## src/rtl/mem_arb_pkg.sv

```systemverilog
// Shared types for the instruction/data memory arbiter: FSM states, grant ids, counter width.
// No logic. ARB_RR_EN (round-robin picker) is consumed in mem_arb_pick.
package mem_arb_pkg;

    typedef enum logic [1:0] {
        IDLE = 2'd0,
        BUSY = 2'd1,
        RESP = 2'd2
    } state_t;

    typedef enum logic {
        GNT_IF = 1'b0,
        GNT_D  = 1'b1
    } grant_t;

    // Holds MEM_LATENCY-1 for latencies up to 15.
    localparam int CNT_W = 4;

endpackage

```

## src/rtl/mem_arb_pick.sv

```systemverilog
// Purpose: combinational winner select between fetch and data requests (ARB_RR_EN = round-robin).
// Latency: zero cycles, purely combinational.
// Backpressure: none; the caller only honours the winner while idle.
module mem_arb_pick
    import mem_arb_pkg::*;
(
    input  logic   if_valid,
    input  logic   d_valid,
    input  grant_t last_grant,
    output logic   win_vld,
    output grant_t winner
);

`ifdef ARB_RR_EN
    always_comb begin
        win_vld = if_valid | d_valid;
        winner  = d_valid ? GNT_D : GNT_IF;
        if (if_valid && d_valid) begin
            winner = (last_grant == GNT_D) ? GNT_IF : GNT_D;
        end
    end
`else
    logic unused_last_grant;
    assign unused_last_grant = ^last_grant;

    // Data port has fixed priority over fetch.
    always_comb begin
        win_vld = if_valid | d_valid;
        winner  = d_valid ? GNT_D : GNT_IF;
    end
`endif

endmodule

```

## src/rtl/mem_arbiter.sv

```systemverilog
// Purpose: shares one single-port memory between fetch and data ports (ARB_RR_EN selects round-robin).
// Latency: accept in cycle 0, strobes for MEM_LATENCY cycles, rvalid pulse at cycle MEM_LATENCY+1.
// Backpressure: one access in flight; both readys stay low until the response pulse has been sent.
module mem_arbiter
    import mem_arb_pkg::*;
#(
    parameter int ADDR_W      = 32,
    parameter int DATA_W      = 32,
    parameter int MEM_LATENCY = 1    // legal range 1..15
) (
    input  logic              clk,
    input  logic              rst,
    input  logic              if_valid,
    output logic              if_ready,
    input  logic [ADDR_W-1:0] if_addr,
    output logic              if_rvalid,
    output logic [DATA_W-1:0] if_rdata,
    input  logic              d_valid,
    output logic              d_ready,
    input  logic              d_we,
    input  logic [ADDR_W-1:0] d_addr,
    input  logic [DATA_W-1:0] d_wdata,
    output logic              d_rvalid,
    output logic [DATA_W-1:0] d_rdata,
    output logic [ADDR_W-1:0] mem_addr,
    output logic [DATA_W-1:0] mem_wdata,
    input  logic [DATA_W-1:0] mem_rdata,
    output logic              mem_read,
    output logic              mem_write
);

    localparam logic [CNT_W-1:0] CNT_INIT = CNT_W'(MEM_LATENCY - 1);

    state_t            state_q, state_d;
    grant_t            grant_q, grant_d;
    grant_t            last_grant_q, last_grant_d;
    logic [CNT_W-1:0]  cnt_q, cnt_d;
    logic [ADDR_W-1:0] addr_q, addr_d;
    logic              we_q, we_d;
    logic [DATA_W-1:0] wdata_q, wdata_d;
    logic [DATA_W-1:0] if_rdata_q, if_rdata_d;
    logic [DATA_W-1:0] d_rdata_q, d_rdata_d;

    logic   win_vld;
    grant_t winner;

    mem_arb_pick u_pick (
        .if_valid   (if_valid),
        .d_valid    (d_valid),
        .last_grant (last_grant_q),
        .win_vld    (win_vld),
        .winner     (winner)
    );

    always_ff @(posedge clk or negedge rst) begin
        if (!rst) begin
            state_q      <= IDLE;
            grant_q      <= GNT_IF;
            last_grant_q <= GNT_D;
            cnt_q        <= '0;
            addr_q       <= '0;
            we_q         <= 1'b0;
            wdata_q      <= '0;
            if_rdata_q   <= '0;
            d_rdata_q    <= '0;
        end else begin
            state_q      <= state_d;
            grant_q      <= grant_d;
            last_grant_q <= last_grant_d;
            cnt_q        <= cnt_d;
            addr_q       <= addr_d;
            we_q         <= we_d;
            wdata_q      <= wdata_d;
            if_rdata_q   <= if_rdata_d;
            d_rdata_q    <= d_rdata_d;
        end
    end

    always_comb begin
        state_d      = state_q;
        grant_d      = grant_q;
        last_grant_d = last_grant_q;
        cnt_d        = cnt_q;
        addr_d       = addr_q;
        we_d         = we_q;
        wdata_d      = wdata_q;
        if_rdata_d   = if_rdata_q;
        d_rdata_d    = d_rdata_q;
        if_ready     = 1'b0;
        d_ready      = 1'b0;
        if_rvalid    = 1'b0;
        d_rvalid     = 1'b0;
        mem_read     = 1'b0;
        mem_write    = 1'b0;

        case (state_q)
            IDLE: begin
                if_ready = win_vld && (winner == GNT_IF);
                d_ready  = win_vld && (winner == GNT_D);
                if (win_vld) begin
                    grant_d      = winner;
                    last_grant_d = winner;
                    cnt_d        = CNT_INIT;
                    state_d      = BUSY;
                    if (winner == GNT_D) begin
                        addr_d  = d_addr;
                        we_d    = d_we;
                        wdata_d = d_wdata;
                    end else begin
                        // Fetches never write; wdata keeps its last value on the idle bus.
                        addr_d = if_addr;
                        we_d   = 1'b0;
                    end
                end
            end
            BUSY: begin
                mem_read  = !we_q;
                mem_write = we_q;
                cnt_d     = cnt_q - 1'b1;
                if (cnt_q == '0) begin
                    cnt_d   = '0;
                    state_d = RESP;
                    if (!we_q) begin
                        if (grant_q == GNT_D) begin
                            d_rdata_d = mem_rdata;
                        end else begin
                            if_rdata_d = mem_rdata;
                        end
                    end
                end
            end
            RESP: begin
                if_rvalid = (grant_q == GNT_IF);
                d_rvalid  = (grant_q == GNT_D);
                state_d   = IDLE;
            end
            default: begin
                state_d = IDLE;
            end
        endcase
    end

    assign mem_addr  = addr_q;
    assign mem_wdata = wdata_q;
    assign if_rdata  = if_rdata_q;
    assign d_rdata   = d_rdata_q;

endmodule

```

## config.mk

```make
export PLATFORM = sky130hd
export DESIGN_NAME = mem_arbiter
export DESIGN_NICKNAME = d
export VERILOG_FILES = /design/src/rtl/mem_arb_pkg.sv /design/src/rtl/mem_arb_pick.sv /design/src/rtl/mem_arbiter.sv
export SDC_FILE = /design/constraint.sdc
export NUM_CORES = 1
export LEC_CHECK = 0
export CORE_MARGIN = 2
export CORE_UTILIZATION = 36
export CTS_BUF_LIST = sky130_fd_sc_hd__clkbuf_8
export DETAILED_ROUTE_END_ITERATION = 16
export DONT_BUFFER_PORTS = 1
export GPL_TIMING_DRIVEN = 0
export PLACE_DENSITY = 0.49
export SETUP_SLACK_MARGIN = 0.2
export SKIP_CTS_REPAIR_TIMING = 1
export SLEW_MARGIN = 40
export SYNTH_ARGS = -nofsm -noshare
export SYNTH_HDL_FRONTEND = slang
export SYNTH_SLANG_ARGS = --single-unit
```

## constraint.sdc

```tcl
create_clock -name clk -period 2.7 [get_ports clk]
set_clock_uncertainty 0.2 [all_clocks]
set_input_delay 0.27 -clock clk [delete_from_list [all_inputs] [get_ports clk]]
set_output_delay 0.27 -clock clk [all_outputs]
set_load 0.01 [all_outputs]
```

==> results.toml, run 1 <==
[outcome]
status = "aborted with a tool error"
haltStage = "global routing"
error_line = "[ERROR RSZ-0060] Max buffer count reached."

[die]
io_pins = 267
die_width_um = 129
initial_core_util = 0.369
die_h_um = 129
rows = 45

[synthesis]
synth_edf_count = 0
ys_types = 30
ys_ff_latch = 136
syn_nets = 486
syn_avg_cell_area_um2 = 15.9
ys_warn_count = 0
ys_seq_area_frac = 0.607
synthFlopType = "dfrtp_1"
netlist_instances = 352
syn-cell-area_um2 = 5610
synthArstFlopShare = 1.00

[clock_network]
root_buffer = "clkbuf_8"
clock_sinks = 136
htreeDepth = 4
cts_max_path_buffers = 2
numCtsBuffers = 17

[place]
io_buffer_count = 0
preCtsSetupSlack_ns = 0.665
gp_congestion = 0.737
dp_hpwl_um = 8220

[global_routing]
grt_max_degree = 137
## metrics by stage
| stage | instances | hold slack [ns] | cell area [um2] |
|---|---|---|---|
| floorplan | 352 | -0.226 | 5610 |
| global placement | 540 | -0.222 | 5840 |
| detailed placement | 540 | -0.222 | 5840 |
| CTS | 571 | -0.713 | 6240 |
## Yosys cell counts (all sizes together) (2+ instances only)
master | count | share of area
nor2 | 4 | 0.0027
o21ai | 3 | 0.0027
clkbuf | 3 | 0.0020
nand4b | 2 | 0.0042
a21oi | 2 | 0.0018
inv | 3 | 0.0020
buf | 16 | 0.024
nor3b | 2 | 0.0027
mux2 | 160 | 0.32
nand2 | 5 | 0.0033
dfrtp | 136 | 0.61
and2 | 2 | 0.0022
## cells by family after synthesis
logic type	share of synthesized area
AO/OA/AOI/OAI	0.0114
adder cells (fa/ha/maj)	0.00223
buffers and inverters	0.0281
flip-flops	0.607
multiplexers	0.323
AND/OR/NAND/NOR	0.0286
==> run 2: changes to the inputs <==
--- a/config.mk
+++ b/config.mk
@@ -6,13 +6,11 @@
 export NUM_CORES = 1
 export LEC_CHECK = 0
 export CORE_MARGIN = 2
-export CORE_UTILIZATION = 36
-export CTS_BUF_LIST = sky130_fd_sc_hd__clkbuf_8
+export CORE_UTILIZATION = 21
 export DETAILED_ROUTE_END_ITERATION = 16
 export DONT_BUFFER_PORTS = 1
 export GPL_TIMING_DRIVEN = 0
-export PLACE_DENSITY = 0.49
-export SETUP_SLACK_MARGIN = 0.2
+export PLACE_DENSITY_LB_ADDON = 0.15
 export SKIP_CTS_REPAIR_TIMING = 1
 export SLEW_MARGIN = 40
 export SYNTH_ARGS = -nofsm -noshare
==> run 2 against run 1 <==
Compared with the run above: the flow now finishes, with violations (design-rule violations, negative hold slack); synthesized cell count did not move; area after synthesis unchanged.
==> results.toml, run 2 <==
[route]
via_per_inst = 4.11
ant_nets = 0
drc = 15
vias = 3493
wirelength_um = 14200
firstDrtPassIters = 10
wire_per_inst_um = 16.7
drtIter0Drc = 130

[pwr]
cellPowerDensity_nw_per_um2 = 1090
p_switching_w = 0.00291
p_comb_frac = 0.247
internal_power_w = 0.00569
p_seq_frac = 0.503
vdd_ir_drop_max_mv = 0.481
p_clk_frac = 0.251
switching_share = 0.338
cellLeakagePower_nw = 3.25

[clock_network]
clk_pin_slew_ns = 0.06
clock_sinks = 136
root_buffer = "clkbuf_16"
cts_max_path_buffers = 2
htreeDepth = 4
numCtsBuffers = 17
clkLatencyLatePin_ns = 0.41
cts_tree = "done"

[critical_path]
crit_slowest_cell = "dfrtp_1"
critPathMaxFanout = 10
cp_cell_sequence = "nor2_1 -> and2_1 -> buf_2 -> buf_4"
worst_setup_path_end_kind = "primary output"
critPathRequiredTime_ns = 2.23
reg2reg_from = "state_q[0]$_DFFE_PN0P_"
worst-setup-path-type = "reg2out"
cp.arrival_ns = 1.69
max_stage_delay_ns = 0.41
cp-start-kind = "flip-flop"
crit_buf_inv = 2
cp-startpoint = "state_q[0]$_DFFE_PN0P_"
cp_top_family = "buffers and inverters"

[die]
dieArea_um2 = 28000
core-area_um2 = 26100
initial_core_util = 0.215
die_width_um = 167
io_pins = 267
rows = 59
die_h_um = 167

[timing]
slew_viol_final = 0
layout_min_cycle_time_ns = 2.16
fmaxAchievable_mhz = 462
holdWs_ns = -0.655
finalSetupTns_ns = 0
worstMarginPinSlew_ns = 0.608
setup_viol = 0
final.period_utilization = 0.802
grt_setup_unrepaired = "false"
setup_slack_ns = 0.535
hold_viol = 136
slew_headroom = 0.595

[finish]
mostFrequentLayoutCells = "158 x mux2_2, 136 x dfrtp_1, 130 x dlygate4sd3_1"
final-instance-count-excl-fill = 849
drive_gt1_frac = 0.412
layout_commonest_cell = "mux2_2"
syn_to_final_growth_pct = 40.4
final_nets = 635
antenna_cells = 0

[synthesis]
ys_top_cells_by_count = "158 x mux2_2, 136 x dfrtp_1, 7 x buf_4"
synth.top_cells.by_area = "dfrtp_1 61%, mux2_2 32%, buf_6 1.2%"
synthFlopType = "dfrtp_1"
synthArstFlopShare = 1.00
ys_ff_latch = 136
yosysMostFrequentCell = "mux2_2"
synth_top_cell_by_area = "dfrtp_1"
syn-cell-area_um2 = 5610
ys_seq_area_frac = 0.607
ys_types = 30
yosysTopAreaCellShare = 0.607
syn_avg_cell_area_um2 = 15.9
synth_edf_count = 0
syn_nets = 486
ys_warn_count = 0
netlist_instances = 352

[global_routing]
grtUsageTotal = 0.0971
grt_max_degree = 137
grt_overflow = 0
grt_pass1_wl_um = 20500
grt_pass1_vias = 3447
antenna_found_initial = 0

[outcome]
violations = "design-rule violations, negative hold slack"
status = "finished, violations left"

[place]
dp_hpwl_um = 9360
io_buffer_count = 0
preCtsSetupSlack_ns = 0.703
gp_congestion = 0.687
dp_cells = 687

[worst_hold_path]
worstHoldPathType = "in2async"

[flow_run]
max_cap_viol_count = 0
==> run 2: worst register-to-register path, delay by kind of cell, from the launching register on <==
kind	cells	cell delay [ns]
flops	1	0.41
mux	1	0.35
buf+inv	2	0.45
simple gates	2	0.42
==> run 2: path summary, 6_finish.rpt <==
check,end,slack (ns),depth (start not counted)
min in group clk,mem_addr[1]$_DFFE_PN0P_,0.16,3
min,mem_addr[20]$_DFFE_PN0P_,-0.65,0
max in group asynchronous,d_rdata[27]$_DFFE_PN0P_,2.70,0
max reg2reg,mem_wdata[19]$_DFFE_PN0P_,0.75,5
min reg2reg,cnt_q[0]$_DFFE_PN0P_,0.32,1
max,d_ready,0.54,4
==> run 2: metal layers <==
layer  vias up  global-route usage  part of all wire
li1       1554                   -                 -
met1      1754               0.106              0.37
met2       171               0.157              0.52
met3        14              0.0546             0.092
met4         0              0.0367             0.016
met5         -                   0                 0
==> run 2: metrics by stage <==
| step | instance area, um2 | util | power (W) |
|---|---|---|---|
| 2_1_floorplan | 5610 | - | 0.00575 |
| 3_3_place_gp | 6030 | 0.231 | 0.00631 |
| 3_5_place_dp | 6030 | 0.231 | 0.00638 |
| 4_1_cts | 6570 | 0.251 | 0.00861 |
| 5_1_grt | 7870 | 0.301 | 0.00917 |
| 6_report | 7870 | 0.301 | 0.00860 |
==> run 2: logic make-up (layout without fill, tap and decap cells) <==
| kind of cell | after synthesis | count (layout) | share of synthesized area |
|---|---|---|---|
| flip-flops | 136 | 136 | 0.607 |
| adder cells (fa/ha/maj) | 1 | 1 | 0.00223 |
| multiplexers | 160 | 160 | 0.323 |
| AO/OA/AOI/OAI | 10 | 10 | 0.0114 |
| buffers and inverters | 22 | 184 | 0.0281 |
| AND/OR/NAND/NOR | 23 | 23 | 0.0286 |
==> run 2: cell type report <==
class,instances,area (um2)
multi-input cells,194,2050
well taps,335,419
clock inverters,11,73.8
clock buffers,21,470
repair buffers,130,1300
plain buffers,19,146
fillers,2660,18300
flip-flops and latches,136,3400
inverters,3,11.3
==> run 2: power groups by stage <==
stage	Sequential (W)	Combinational (W)	Clock (W)
after floorplan	0.00406	0.00169	0
after global placement	0.00439	0.00192	0
after detailed placement	0.00437	0.00201	0
after CTS	0.00435	0.00200	0.00226
after global routing	0.00447	0.00234	0.00235
final	0.00432	0.00212	0.00215
No activity file was read; power rests on OpenSTA's default activity.
